File: config.mk
export PLATFORM = sky130hd
export DESIGN_NAME = batchnorm_stats_accumulator
export DESIGN_NICKNAME = d
export VERILOG_FILES = /design/src/rtl/batchnorm_stats_accumulator.sv
export SDC_FILE = /design/constraint.sdc
export NUM_CORES = 2
export LEC_CHECK = 0
export CORE_MARGIN = 8
export CORE_UTILIZATION = 30
export DETAILED_ROUTE_END_ITERATION = 6
export GPL_ROUTABILITY_DRIVEN = 0
export SYNTH_ARGS = -nofsm -noshare
export SYNTH_HDL_FRONTEND = slang
export SYNTH_SLANG_ARGS = --single-unit
File: constraint.sdc
create_clock -name clk -period 9.1 [get_ports clk]
set_input_delay 1.82 -clock clk [delete_from_list [all_inputs] [get_ports clk]]
set_output_delay 1.82 -clock clk [all_outputs]
set_load 0.02 [all_outputs]
File: src/rtl/batchnorm_stats_accumulator.sv
// Running mean/variance over 2**LOG2_N signed Q.FRAC samples of one channel.
// One-shot per start; results are held until the next run completes.
module batchnorm_stats_accumulator #(
    parameter int WIDTH  = 16,
    parameter int FRAC   = 8,
    parameter int LOG2_N = 6
) (
    input  logic             clk,
    input  logic             rst,
    input  logic             start,
    input  logic             x_valid,
    input  logic [WIDTH-1:0] x_in,
    output logic             x_ready,
    output logic             busy,
    output logic [WIDTH-1:0] mean_out,
    output logic [WIDTH-1:0] variance_out,
    output logic             stats_valid
);

    localparam int SUM_W  = WIDTH + LOG2_N;
    localparam int SQ_W   = 2 * WIDTH + LOG2_N;
    localparam int PROD_W = 2 * WIDTH;
    localparam int V_W    = 2 * WIDTH + 2;

    localparam logic [LOG2_N-1:0]    LAST_IDX = '1;
    localparam logic signed [V_W-1:0] V_MAX   = V_W'({(WIDTH-1){1'b1}});

    typedef enum logic [2:0] {
        S_IDLE,
        S_ACCUM,
        S_CALC1,
        S_CALC2,
        S_DONE
    } state_t;

    state_t                     state_q, state_d;
    logic signed [SUM_W-1:0]    sum_q, sum_d;
    logic [SQ_W-1:0]            sumsq_q, sumsq_d;
    logic [LOG2_N-1:0]          count_q, count_d;
    logic signed [WIDTH-1:0]    mean_r_q, mean_r_d;
    logic [PROD_W-1:0]          ex2_r_q, ex2_r_d;
    logic                       x_ready_q, x_ready_d;
    logic                       busy_q, busy_d;
    logic                       stats_valid_q, stats_valid_d;
    logic [WIDTH-1:0]           mean_out_q, mean_out_d;
    logic [WIDTH-1:0]           variance_out_q, variance_out_d;

    logic signed [WIDTH-1:0]    x_s;
    logic signed [PROD_W-1:0]   x_sq;
    logic signed [PROD_W-1:0]   mean_sq;
    logic signed [PROD_W-1:0]   msq;
    logic signed [V_W-1:0]      v;
    logic [WIDTH-1:0]           v_sat;

    // Square terms are never negative, so zero-extending them into sumsq is exact.
    always_comb begin
        x_s     = x_in;
        x_sq    = x_s * x_s;
        mean_sq = mean_r_q * mean_r_q;
        msq     = mean_sq >>> FRAC;
        v       = $signed(V_W'(ex2_r_q)) - V_W'(msq);
        if (v < 0) begin
            v_sat = '0;
        end else if (v > V_MAX) begin
            v_sat = WIDTH'(V_MAX);
        end else begin
            v_sat = WIDTH'(v);
        end
    end

    always_comb begin
        state_d        = state_q;
        sum_d          = sum_q;
        sumsq_d        = sumsq_q;
        count_d        = count_q;
        mean_r_d       = mean_r_q;
        ex2_r_d        = ex2_r_q;
        x_ready_d      = x_ready_q;
        busy_d         = busy_q;
        stats_valid_d  = 1'b0;
        mean_out_d     = mean_out_q;
        variance_out_d = variance_out_q;
        unique case (state_q)
            S_IDLE: begin
                if (start) begin
                    state_d   = S_ACCUM;
                    sum_d     = '0;
                    sumsq_d   = '0;
                    count_d   = '0;
                    x_ready_d = 1'b1;
                    busy_d    = 1'b1;
                end
            end
            S_ACCUM: begin
                if (x_valid && x_ready_q) begin
                    sum_d   = sum_q + SUM_W'(x_s);
                    sumsq_d = sumsq_q + SQ_W'($unsigned(x_sq));
                    count_d = count_q + LOG2_N'(1);
                    if (count_q == LAST_IDX) begin
                        state_d   = S_CALC1;
                        x_ready_d = 1'b0;
                    end
                end
            end
            S_CALC1: begin
                mean_r_d = WIDTH'(sum_q >>> LOG2_N);
                ex2_r_d  = PROD_W'(sumsq_q >> (LOG2_N + FRAC));
                state_d  = S_CALC2;
            end
            S_CALC2: begin
                mean_out_d     = mean_r_q;
                variance_out_d = v_sat;
                stats_valid_d  = 1'b1;
                state_d        = S_DONE;
            end
            S_DONE: begin
                busy_d  = 1'b0;
                state_d = S_IDLE;
            end
            default: state_d = S_IDLE;
        endcase
    end

    always_ff @(posedge clk or posedge rst) begin
        if (rst) begin
            state_q        <= S_IDLE;
            sum_q          <= '0;
            sumsq_q        <= '0;
            count_q        <= '0;
            mean_r_q       <= '0;
            ex2_r_q        <= '0;
            x_ready_q      <= 1'b0;
            busy_q         <= 1'b0;
            stats_valid_q  <= 1'b0;
            mean_out_q     <= '0;
            variance_out_q <= '0;
        end else begin
            state_q        <= state_d;
            sum_q          <= sum_d;
            sumsq_q        <= sumsq_d;
            count_q        <= count_d;
            mean_r_q       <= mean_r_d;
            ex2_r_q        <= ex2_r_d;
            x_ready_q      <= x_ready_d;
            busy_q         <= busy_d;
            stats_valid_q  <= stats_valid_d;
            mean_out_q     <= mean_out_d;
            variance_out_q <= variance_out_d;
        end
    end

    assign x_ready      = x_ready_q;
    assign busy         = busy_q;
    assign stats_valid  = stats_valid_q;
    assign mean_out     = mean_out_q;
    assign variance_out = variance_out_q;

endmodule

==> impl_metrics.csv <==
group,metric,value,unit
yosys,async_reset_ff_frac,1.00,
clock_tree,tritoncts,"yes",
placed_design,port_buffers,54,
worst_setup_path,timing.critical_path.arrival,9180,ps
sta,worst_slew_pin_slew,940,ps
worst_setup_path,slowest_stage,"fa_1",
hold_path,hold_path.startpoint,"mean_out[5]",
detailed_routing,wl_per_cell,14.7,µm
clock_tree,h-tree-depth,4,
sta,final-max-slew-violation-count,0,
outcome,failed_checks,"DRC",
worst_setup_path,family_with_the_most_delay_on_the_worst_path,"adder cells",
cells_and_area,syn_to_final_growth,19.8,%
hold_path,worstHoldEndpoint,"mean_out[5]",
yosys,synth_edf_count,0,
yosys,synth-main-ff-cell,"dfrtp_1",
worst_setup_path,r2r_slack,240,ps
sta,relative_slew_slack,0.373,
sta,final.min_clock_period,8860,ps
floorplan,dieWidth,312,µm
worst_setup_path,path_max_fanout,10,
global_route,global_route_wire_length_before_repair,107000,µm
floorplan,initial_core_util,0.303,
worst_setup_path,worst_setup_end_kind,"register",
yosys,post_synth.cell_area_avg,9.29,µm²
clock_tree,clkTransAtPathRegs,70,ps
yosys,seq_area_frac_synth,0.137,
sta,hold_slack,478,ps
yosys,synth.top_cells.by_area,"fa_1 36%, dfrtp_1 14%, ha_1 12%, inv_1 9.0%, nand2_1 4.1%",
floorplan,num_rows,108,
job,max_cap_viol_count,0,
detailed_routing,drt_first_iter_violations,900,
clock_tree,clock_root_cell,"clkbuf_16",
worst_setup_path,timing.rr.end,"variance_out[12]",
detailed_routing,detail_route.drc_violations,2,
placed_design,post-place-cells,4246,
outcome,outcome,"complete, but fails checks",
yosys,netlist.top_cell.by_area,"fa_1",
cells_and_area,fin_nets,3896,
yosys,syn_nets,3585,
worst_setup_path,startpoint_type,"register",
yosys,postSynthCellCount,2839,
floorplan,io-pin-count,55,
cells_and_area,finish.utilization,0.363,
detailed_routing,drt_pass1_iterations,7,
floorplan,fp.dieH,312,µm
yosys,mappedNetlistArea,26400,µm²
yosys,yosysTopAreaCellShare,0.360,
clock_tree,clk-insertion-delay-late,450,ps
sta,hold_viol,0,
detailed_routing,vias,19418,
global_route,grt_start_max_net_pins,82,
clock_tree,cts_sinks,144,
yosys,synth_warnings,0,
cells_and_area,finalNonFillerCells,4319,
worst_setup_path,crit_buf_inv,3,
clock_tree,cts_buffer_depth,2,
yosys,number_of_synthesized_register_bits,144,
global_route,globalRoute.totalOverflow,0,
worst_setup_path,worst_path_largest_cell_delay,560,ps
floorplan,core,86900,µm²
yosys,synth_cell_type_count,76,
hold_path,holdCritPathClass,"register to register",
worst_setup_path,crit_required,9420,ps
sta,setup_repair_after_global_routing_missed_its_margin,"true",
worst_setup_path,worst_r2r_startpoint,"mean_r_q[6]",
sta,final.period_utilization,0.974,
detailed_routing,drtAntennaViolNets,0,
cells_and_area,post_route_cells_drive_above_1_share,0.161,
clock_tree,cts-buffers-inserted,17,
cells_and_area,layout.filler_cells,8762,
placed_design,dp_hpwl,52800,µm
detailed_routing,totalWireLength,63300,µm
worst_setup_path,worstRegToRegCells,30,
worst_setup_path,crit_path_frequent_cell,"fa_1",
hold_path,holdPathStages,2,
global_route,grt_use_total,0.133,
global_route,antenna_found_initial,5,
worst_setup_path,criticalPathCategory,"register to register",
detailed_routing,drt-vias-per-instance,4.50,
sta,setup_violations,0,
sta,clock-skew-final,13.6,ps
global_route,number_of_global_route_vias_before_repair,20482,
floorplan,die_area,97600,µm²
sta,clock.fmax,113,MHz
## logic make-up (layout without fill, tap and decap cells)
group	after synthesis	count (layout)	share of synthesized area
other cells	0	1	0
buf+inv	714	1037	0.102
fa+ha+maj	726	726	0.480
mux	32	33	0.0138
simple gates	676	676	0.119
xor+xnor	142	142	0.0472
compound gates	405	405	0.102
flops	144	144	0.137
## flip-flops by register name (all words and copies together) (netlist names)
register	cells
sumsq_q	38
ex2_r_q	24
sum_q	22
mean_out	16
mean_r_q	16
variance_out	16
count_q	6
state_q	3
busy	1
stats_valid	1
x_ready	1
## per-stage QoR
step	cell area (µm²)	worst slack [ps]	setup TNS (ps)
5_1_grt	31600	-101	-782
4_1_cts	31100	7.69	0
3_5_place_dp	30200	-651	-7450
2_1_floorplan	26400	124	0
6_report	31600	238	0
3_3_place_gp	30200	-583	-6190
## how the worst max path moves through the flow
stage | cells after the start | end | slack, ps | from
final | 30 | variance_out[12] | 240 | mean_r_q[6]
after global routing | 30 | variance_out[4] | -100 | mean_r_q[6]
after CTS | 33 | sumsq_q[33] | 8 | x_in[15]
after detailed placement | 33 | sumsq_q[35] | -650 | x_in[3]
after global placement | 33 | sumsq_q[35] | -580 | x_in[3]
after floorplan | 35 | sumsq_q[35] | 120 | x_in[5]
## final cells by class
| cell class | count | area, µm² | area share |
|---|---|---|---|
| multi-input cells | 1982 | 20500 | 0.648 |
| clock inverters | 15 | 144 | 0.00456 |
| flip-flops and latches | 144 | 3610 | 0.114 |
| clock buffers | 17 | 425 | 0.0135 |
| well taps | 1155 | 1450 | 0.0458 |
| repair buffers | 368 | 3070 | 0.0974 |
| diodes | 1 | 2.50 | 0.0000793 |
| inverters | 637 | 2400 | 0.0760 |
## tightest hold or removal path, cell delays in order (launching register included)
cell	delay, ps
dfrtp_1	340
nand2_1	50
nand2_1	50
## Yosys cell counts, types with 10 or more instances
cell	n
a211oi_1	10
a21o_1	42
a21oi_1	87
a22o_1	11
a31oi_1	13
and2_1	79
clkbuf_1	74
dfrtp_1	144
fa_1	474
ha_1	252
inv_1	632
mux2_2	30
nand2_1	286
nand2b_1	28
nand3_1	24
nand4_1	11
nor2_1	141
nor2b_1	23
nor3_1	39
o21a_1	24
o21ai_0	118
o21ai_1	13
o31ai_1	10
or2_2	11
or3_1	10
xnor2_1	89
xor2_1	53
## cells in the final DEF (no fill, tap or decap), drive strengths merged, types with 24 or more instances in the layout
cell type      count
a21o              42
a21oi             88
and2              79
buf              312
clkdlybuf4s50     38
dfrtp            144
fa               474
ha               252
inv              641
mux2              32
nand2            286
nand2b            28
nand3             24
nor2             141
nor3              41
o21a              24
o21ai            134
xnor2             89
xor2              53
## repair_timing
action | CTS | global route
hold buffers | 0 | 0
buffers inserted | 19 | 17
resized for setup | 50 | 89
pin swaps | 22 | 47
gates cloned | 3 | 1
setup endpoints to repair | 10 | 28
## metal layers
| layer | routed length, µm | GRT usage |
|---|---|---|
| met5 | 39 | 0 |
| met4 | 1030 | 0.0304 |
| met3 | 3000 | 0.0213 |
| met2 | 29300 | 0.216 |
| met1 | 30000 | 0.186 |
Power is not shown: default switching activity piles up to over one toggle a cycle in this logic, so the estimate is an artifact.
